`config.mk`:
```
export PLATFORM = sky130hd
export DESIGN_NAME = ps2_key_serializer
export DESIGN_NICKNAME = d
export VERILOG_FILES = /design/src/rtl/ps2_key_serializer.sv
export SDC_FILE = /design/constraint.sdc
export NUM_CORES = 1
export LEC_CHECK = 0
export CAP_MARGIN = 10
export CORE_UTILIZATION = 55
export DETAILED_ROUTE_END_ITERATION = 16
export PLACE_DENSITY = 0.75
export RECOVER_POWER = 100
export SYNTH_ARGS = -nofsm -noshare
export SYNTH_HDL_FRONTEND = slang
export SYNTH_SLANG_ARGS = --single-unit
```
`constraint.sdc`:
```
create_clock -name clk_sys -period 2.4 [get_ports clk_sys]
set_clock_uncertainty 0.2 [all_clocks]
set_input_delay 0.48 -clock clk_sys [delete_from_list [all_inputs] [get_ports clk_sys]]
set_output_delay 0.48 -clock clk_sys [all_outputs]
set_load 0.05 [all_outputs]
```
`src/rtl/ps2_key_serializer.sv`:
```
`default_nettype none
// +----------------------------------------------------------------------------+
// | Module  : ps2_key_serializer                                               |
// | Brief   : Turns hps_io ps2_key events into set-2 PS/2 frames on clk/data.   |
// | Revision: 1.0 - initial release                                            |
// +----------------------------------------------------------------------------+
module ps2_key_serializer #(
    parameter int HALF_CLKS  = 1145,
    parameter int GAP_CLKS   = 2864,
    parameter int FIFO_DEPTH = 8
) (
    input  logic        clk_sys,
    input  logic        reset_n,
    input  logic [10:0] ps2_key,
    output logic        ps2_clk,
    output logic        ps2_data,
    output logic        busy,
    output logic        overflow
);
    localparam int c_cnt_max = (HALF_CLKS > GAP_CLKS) ? HALF_CLKS : GAP_CLKS;
    localparam int c_cnt_w   = (c_cnt_max > 1) ? $clog2(c_cnt_max) : 1;
    localparam int c_ptr_w   = $clog2(FIFO_DEPTH);
    localparam int c_lvl_w   = c_ptr_w + 1;
    localparam logic [c_cnt_w-1:0] c_half_last = c_cnt_w'(HALF_CLKS - 1);
    localparam logic [c_cnt_w-1:0] c_gap_last  = c_cnt_w'(GAP_CLKS - 1);
    localparam logic [c_lvl_w-1:0] c_depth     = c_lvl_w'(FIFO_DEPTH);
    localparam logic [3:0]         c_stop_idx  = 4'd10;

    typedef enum logic [1:0] {EQ_IDLE, EQ_E0, EQ_F0, EQ_CODE} eq_state_t;
    typedef enum logic [1:0] {TX_IDLE, TX_BIT, TX_GAP}         tx_state_t;

    eq_state_t            r_eq_state, w_eq_next;
    tx_state_t            r_tx_state, w_tx_next;
    logic                 r_armed, r_tog_q, r_rel, r_overflow;
    logic [7:0]           r_code;
    logic [7:0]           r_mem [FIFO_DEPTH];
    logic [c_ptr_w-1:0]   r_wr_ptr, r_rd_ptr;
    logic [c_lvl_w-1:0]   r_count;
    logic [c_cnt_w-1:0]   r_cnt, w_cnt_next;
    logic                 r_phase_hi, w_phase_next;
    logic [3:0]           r_bit_idx, w_idx_next;
    logic [10:0]          r_shift, w_shift_next;
    logic                 r_ps2_clk, r_ps2_data;

    logic                 w_event, w_accept, w_push, w_pop;
    logic [1:0]           w_needed;
    logic [c_lvl_w-1:0]   w_free;
    logic [7:0]           w_push_data, w_head;

    // Admission is all-or-nothing so a dropped event never leaves a stray prefix.
    assign w_event  = r_armed & (ps2_key[10] != r_tog_q);
    assign w_needed = 2'd1 + {1'b0, ps2_key[8]} + {1'b0, ~ps2_key[9]};
    assign w_free   = c_depth - r_count;
    assign w_accept = w_event & (r_eq_state == EQ_IDLE) & (w_free >= c_lvl_w'(w_needed));
    assign w_head   = r_mem[r_rd_ptr];

    always_ff @(posedge clk_sys or negedge reset_n) begin
        if (!reset_n) begin
            r_armed    <= 1'b0;
            r_tog_q    <= 1'b0;
            r_rel      <= 1'b0;
            r_code     <= '0;
            r_overflow <= 1'b0;
            r_eq_state <= EQ_IDLE;
        end else begin
            r_armed    <= 1'b1;
            r_tog_q    <= ps2_key[10];
            r_overflow <= w_event & ~w_accept;
            r_eq_state <= w_eq_next;
            if (w_accept) begin
                r_rel  <= ~ps2_key[9];
                r_code <= ps2_key[7:0];
            end
        end
    end

    always_comb begin
        w_eq_next   = r_eq_state;
        w_push      = 1'b0;
        w_push_data = r_code;
        case (r_eq_state)
            EQ_IDLE: begin
                if (w_accept)
                    w_eq_next = ps2_key[8] ? EQ_E0 : (~ps2_key[9] ? EQ_F0 : EQ_CODE);
            end
            EQ_E0: begin
                w_push      = 1'b1;
                w_push_data = 8'hE0;
                w_eq_next   = r_rel ? EQ_F0 : EQ_CODE;
            end
            EQ_F0: begin
                w_push      = 1'b1;
                w_push_data = 8'hF0;
                w_eq_next   = EQ_CODE;
            end
            default: begin
                w_push    = 1'b1;
                w_eq_next = EQ_IDLE;
            end
        endcase
    end

    always_ff @(posedge clk_sys) begin
        if (w_push)
            r_mem[r_wr_ptr] <= w_push_data;
    end

    always_ff @(posedge clk_sys or negedge reset_n) begin
        if (!reset_n) begin
            r_wr_ptr <= '0;
            r_rd_ptr <= '0;
            r_count  <= '0;
        end else begin
            if (w_push)
                r_wr_ptr <= r_wr_ptr + c_ptr_w'(1);
            if (w_pop)
                r_rd_ptr <= r_rd_ptr + c_ptr_w'(1);
            case ({w_push, w_pop})
                2'b10:   r_count <= r_count + c_lvl_w'(1);
                2'b01:   r_count <= r_count - c_lvl_w'(1);
                default: r_count <= r_count;
            endcase
        end
    end

    // Shift register holds {stop, parity, data, start}; bit 0 is on the wire.
    always_comb begin
        w_tx_next    = r_tx_state;
        w_cnt_next   = r_cnt;
        w_phase_next = r_phase_hi;
        w_idx_next   = r_bit_idx;
        w_shift_next = r_shift;
        w_pop        = 1'b0;
        case (r_tx_state)
            TX_IDLE: begin
                if (r_count != '0) begin
                    w_pop        = 1'b1;
                    w_shift_next = {1'b1, ~^w_head, w_head, 1'b0};
                    w_tx_next    = TX_BIT;
                    w_cnt_next   = '0;
                    w_phase_next = 1'b1;
                    w_idx_next   = '0;
                end
            end
            TX_BIT: begin
                if (r_cnt == c_half_last) begin
                    w_cnt_next = '0;
                    if (r_phase_hi) begin
                        w_phase_next = 1'b0;
                    end else if (r_bit_idx == c_stop_idx) begin
                        w_tx_next = TX_GAP;
                    end else begin
                        w_phase_next = 1'b1;
                        w_idx_next   = r_bit_idx + 4'd1;
                        w_shift_next = {1'b1, r_shift[10:1]};
                    end
                end else begin
                    w_cnt_next = r_cnt + c_cnt_w'(1);
                end
            end
            TX_GAP: begin
                if (r_cnt == c_gap_last) begin
                    w_cnt_next = '0;
                    w_tx_next  = TX_IDLE;
                end else begin
                    w_cnt_next = r_cnt + c_cnt_w'(1);
                end
            end
            default: w_tx_next = TX_IDLE;
        endcase
    end

    always_ff @(posedge clk_sys or negedge reset_n) begin
        if (!reset_n) begin
            r_tx_state <= TX_IDLE;
            r_cnt      <= '0;
            r_phase_hi <= 1'b1;
            r_bit_idx  <= '0;
            r_shift    <= '1;
            r_ps2_clk  <= 1'b1;
            r_ps2_data <= 1'b1;
        end else begin
            r_tx_state <= w_tx_next;
            r_cnt      <= w_cnt_next;
            r_phase_hi <= w_phase_next;
            r_bit_idx  <= w_idx_next;
            r_shift    <= w_shift_next;
            r_ps2_clk  <= (w_tx_next != TX_BIT) | w_phase_next;
            r_ps2_data <= (w_tx_next != TX_BIT) | w_shift_next[0];
        end
    end

    assign ps2_clk  = r_ps2_clk;
    assign ps2_data = r_ps2_data;
    assign overflow = r_overflow;
    assign busy     = (r_count != '0) | (r_tx_state != TX_IDLE) | (r_eq_state != EQ_IDLE);

endmodule
`default_nettype wire
```
==> out/results.ini <==
[synthesis]
yosysWarnings = 0
ys.flop_type = edfxtp_1
synthMuxAreaShare = 0.116
yosys.area_share.simple = 0.0991
synth.avg_cell_area_um2 = 13.6
synth.distinct_cells = 58
synth_edf_count = 64
ys_seq_area_frac = 0.603
ys_seq_elements = 120
async_reset_ff_frac = 0.467
netlist_area_mm2 = 0.00554
syn_inst = 407
synth_top_family_by_area = multiplexers
yosys.area_share.xor_xnor = 0.0393
synth_nets = 443
synthAdderAreaFrac = 0.0533
synth_compound_area_frac = 0.0617

[final_layout]
final_cells = 636
layout_common_cells = edfxtp_1 (64), buf_4 (50), dfrtp_1 (41)
areaGrowthSynthToFinish_pct = 26.2
drive_above_1_share = 0.318
diodes = 0
nets = 526
fin_area_mm2 = 0.00699
fillers = 614
mostFrequentLayoutCell = edfxtp_1
finish.utilization = 0.715

[outcome]
violations = setup timing
outcome = finished with violations

[timing]
hold_violations = 0
drv_slew = 0
layout_setup_ws_ns = -0.0373
tightest_slew_ns = 1.46
rsz0062_at_grt = yes
period_needed_ns = 2.44
fmax_mhz = 410
setup_violations = 1
period_share = 1.02
slew-limit-headroom = 0.0291

[worst_setup_path]
worstSetupPathType = reg2out
required_ns = 1.72
startpoint_type = flop
reg2reg_depth = 7
critPathMaxFanout = 4
endpoint_kind = output port
r2r_slack_ns = 0.03
reg2reg_from = r_rd_ptr[0]
cp.arrival_ns = 1.76
reg2reg_to = r_shift[9]

[worst_hold_path]
whs_endpoint = r_rel
hp-start = ps2_key[9]
min_path_cells = 5
hold_class = in2reg

[placement]
place_ws_ns = -0.498
port_buffers = 16
hpwl_mm = 7.04
placedCellCount = 591
gp_congestion = 0.849
place_area_mm2 = 0.00621

[route]
dr_total_vias = 3576
via_per_inst = 5.62
drtPass1Iterations = 5
routed_wl_mm = 11.6
drc = 0
drt_iter0_markers = 291
antenna_left = 0
avgRoutedWirePerCell_um = 18.3

[job]
maxCapViolCount = 0

[pwr]
comb_power_share = 0.255
net-switching-power_uw = 2220
p_seq_frac = 0.429
power_density_mw_per_mm2 = 1050
ir_drop_mv = 0.917
clkPwrFrac = 0.316
p_int_uw = 5100
total_power_uw = 7320
p_leak_uw = 0.00281
swShare = 0.303

[clock_network]
htreeDepth = 4
tritoncts.num_buffers = 17
clk-insertion-delay-late_ns = 0.52
clk_path_buf_depth = 2
cts.sinks = 120
cts_tree = built
path_clk_slew_ns = 0.06
root_buffer = clkbuf_8

[global_route]
grt_max_degree = 31
track_usage = 0.237
first_global_vias = 3457
grt_pass1_wl_mm = 17.7
antenna_found_initial = 0
grt_overflow = 0

[die]
die_y_um = 102
initial_core_util = 0.567
ioPinCount = 17
dieArea_mm2 = 0.0105
std_cell_rows = 36
die_w_um = 102
core_mm2 = 0.00977

==> worst max-delay path by stage <==
stage	startpoint	cells after the start	to	slack [ns]
final	r_tx_state[0]	6	busy	-0.04
after global routing	r_count[1]	7	busy	-0.11
after CTS	r_count[1]	7	busy	-0.06
after detailed placement	ps2_key[9]	11	r_eq_state[1]	-0.50
after global placement	ps2_key[9]	9	r_code[6]	-0.40
after floorplan	ps2_key[9]	8	r_code[0]	-0.02
==> critical path, cell delays in order (launching register included) <==
cell and delay (ns):
dfrtp_1 0.40, inv_2 0.11, ha_4 0.19, nor3b_4 0.21, buf_6 0.14, nand2_4 0.05, buf_8 0.15
==> cell usage after synthesis (5+ instances only) <==
| library cell | instances | area share |
|---|---|---|
| o21ai_1 | 17 | 0.015 |
| inv_1 | 20 | 0.014 |
| xor2_1 | 11 | 0.017 |
| a21oi_1 | 15 | 0.014 |
| edfxtp_1 | 64 | 0.35 |
| nand2_1 | 37 | 0.025 |
| ha_1 | 22 | 0.050 |
| nor2_1 | 33 | 0.022 |
| mux4_2 | 13 | 0.053 |
| dfstp_2 | 14 | 0.066 |
| nand3_1 | 8 | 0.0072 |
| o21ai_0 | 5 | 0.0045 |
| xnor2_1 | 12 | 0.019 |
| dfrtp_1 | 42 | 0.19 |
| mux2_1 | 6 | 0.012 |
| o31ai_1 | 5 | 0.0068 |
| nor3_1 | 7 | 0.0063 |
| mux2i_4 | 5 | 0.020 |
| nand2b_1 | 6 | 0.0068 |
==> power groups by stage <==
stage | registers, uW | logic [uW] | clock network, uW
2_1_floorplan | 3100 | 1170 | 0
3_3_place_gp | 3120 | 1670 | 0
3_5_place_dp | 3150 | 1740 | 0
4_1_cts | 3130 | 1800 | 2340
5_1_grt | 3170 | 2020 | 2430
6_report | 3140 | 1870 | 2310
==> state kept, by name, summed over array words and instances, names as in the netlist, 2 cells and up <==
register,count
r_code,8
r_count,4
r_mem,64
r_tx_state,2
r_bit_idx,4
r_cnt,12
r_shift,11
r_wr_ptr,3
r_rd_ptr,3
r_eq_state,2
==> stage by stage <==
| step | hold slack [ns] | setup TNS (ns) |
|---|---|---|
| finish | 0.248 | -0.0373 |
| global route | 0.260 | -0.216 |
| CTS | 0.237 | -0.0644 |
| detailed placement | 0.257 | -5.34 |
| global placement | 0.252 | -4.47 |
| floorplan | -0.0156 | -0.0638 |
==> timing repair <==
item,in CTS,in global routing
cloned,0,2
setup buffers,3,7
endpoints found under the hold margin,12,0
setup endpoints to repair,11,21
pin swaps,2,12
hold buffers,1,0
resized for setup,10,24
==> layer usage <==
layer,routed length (um),part of all wire,track usage,vias to the layer above
li1,-,-,-,1649
met1,4720,0.41,0.303,1787
met2,6070,0.52,0.385,121
met3,629,0.054,0.0636,19
met4,229,0.020,0.101,0
met5,0,0,0,-
==> area by class of cell <==
cell class	count	area (um2)	area share
Tap cell	133	166	0.0238
Clock buffer	19	422	0.0603
Multi-Input combinational cell	255	2190	0.314
Sequential cell	120	3340	0.478
Timing Repair Buffer	74	659	0.0943
Inverter	22	82.6	0.0118
Clock inverter	13	125	0.0179
==> cell families after synthesis <==
group,after synthesis
fa+ha+maj,23
other cells,1
mux,35
xor+xnor,24
flops,120
simple gates,116
buf+inv,32
compound gates,56
(Power assumes the default switching activity.)
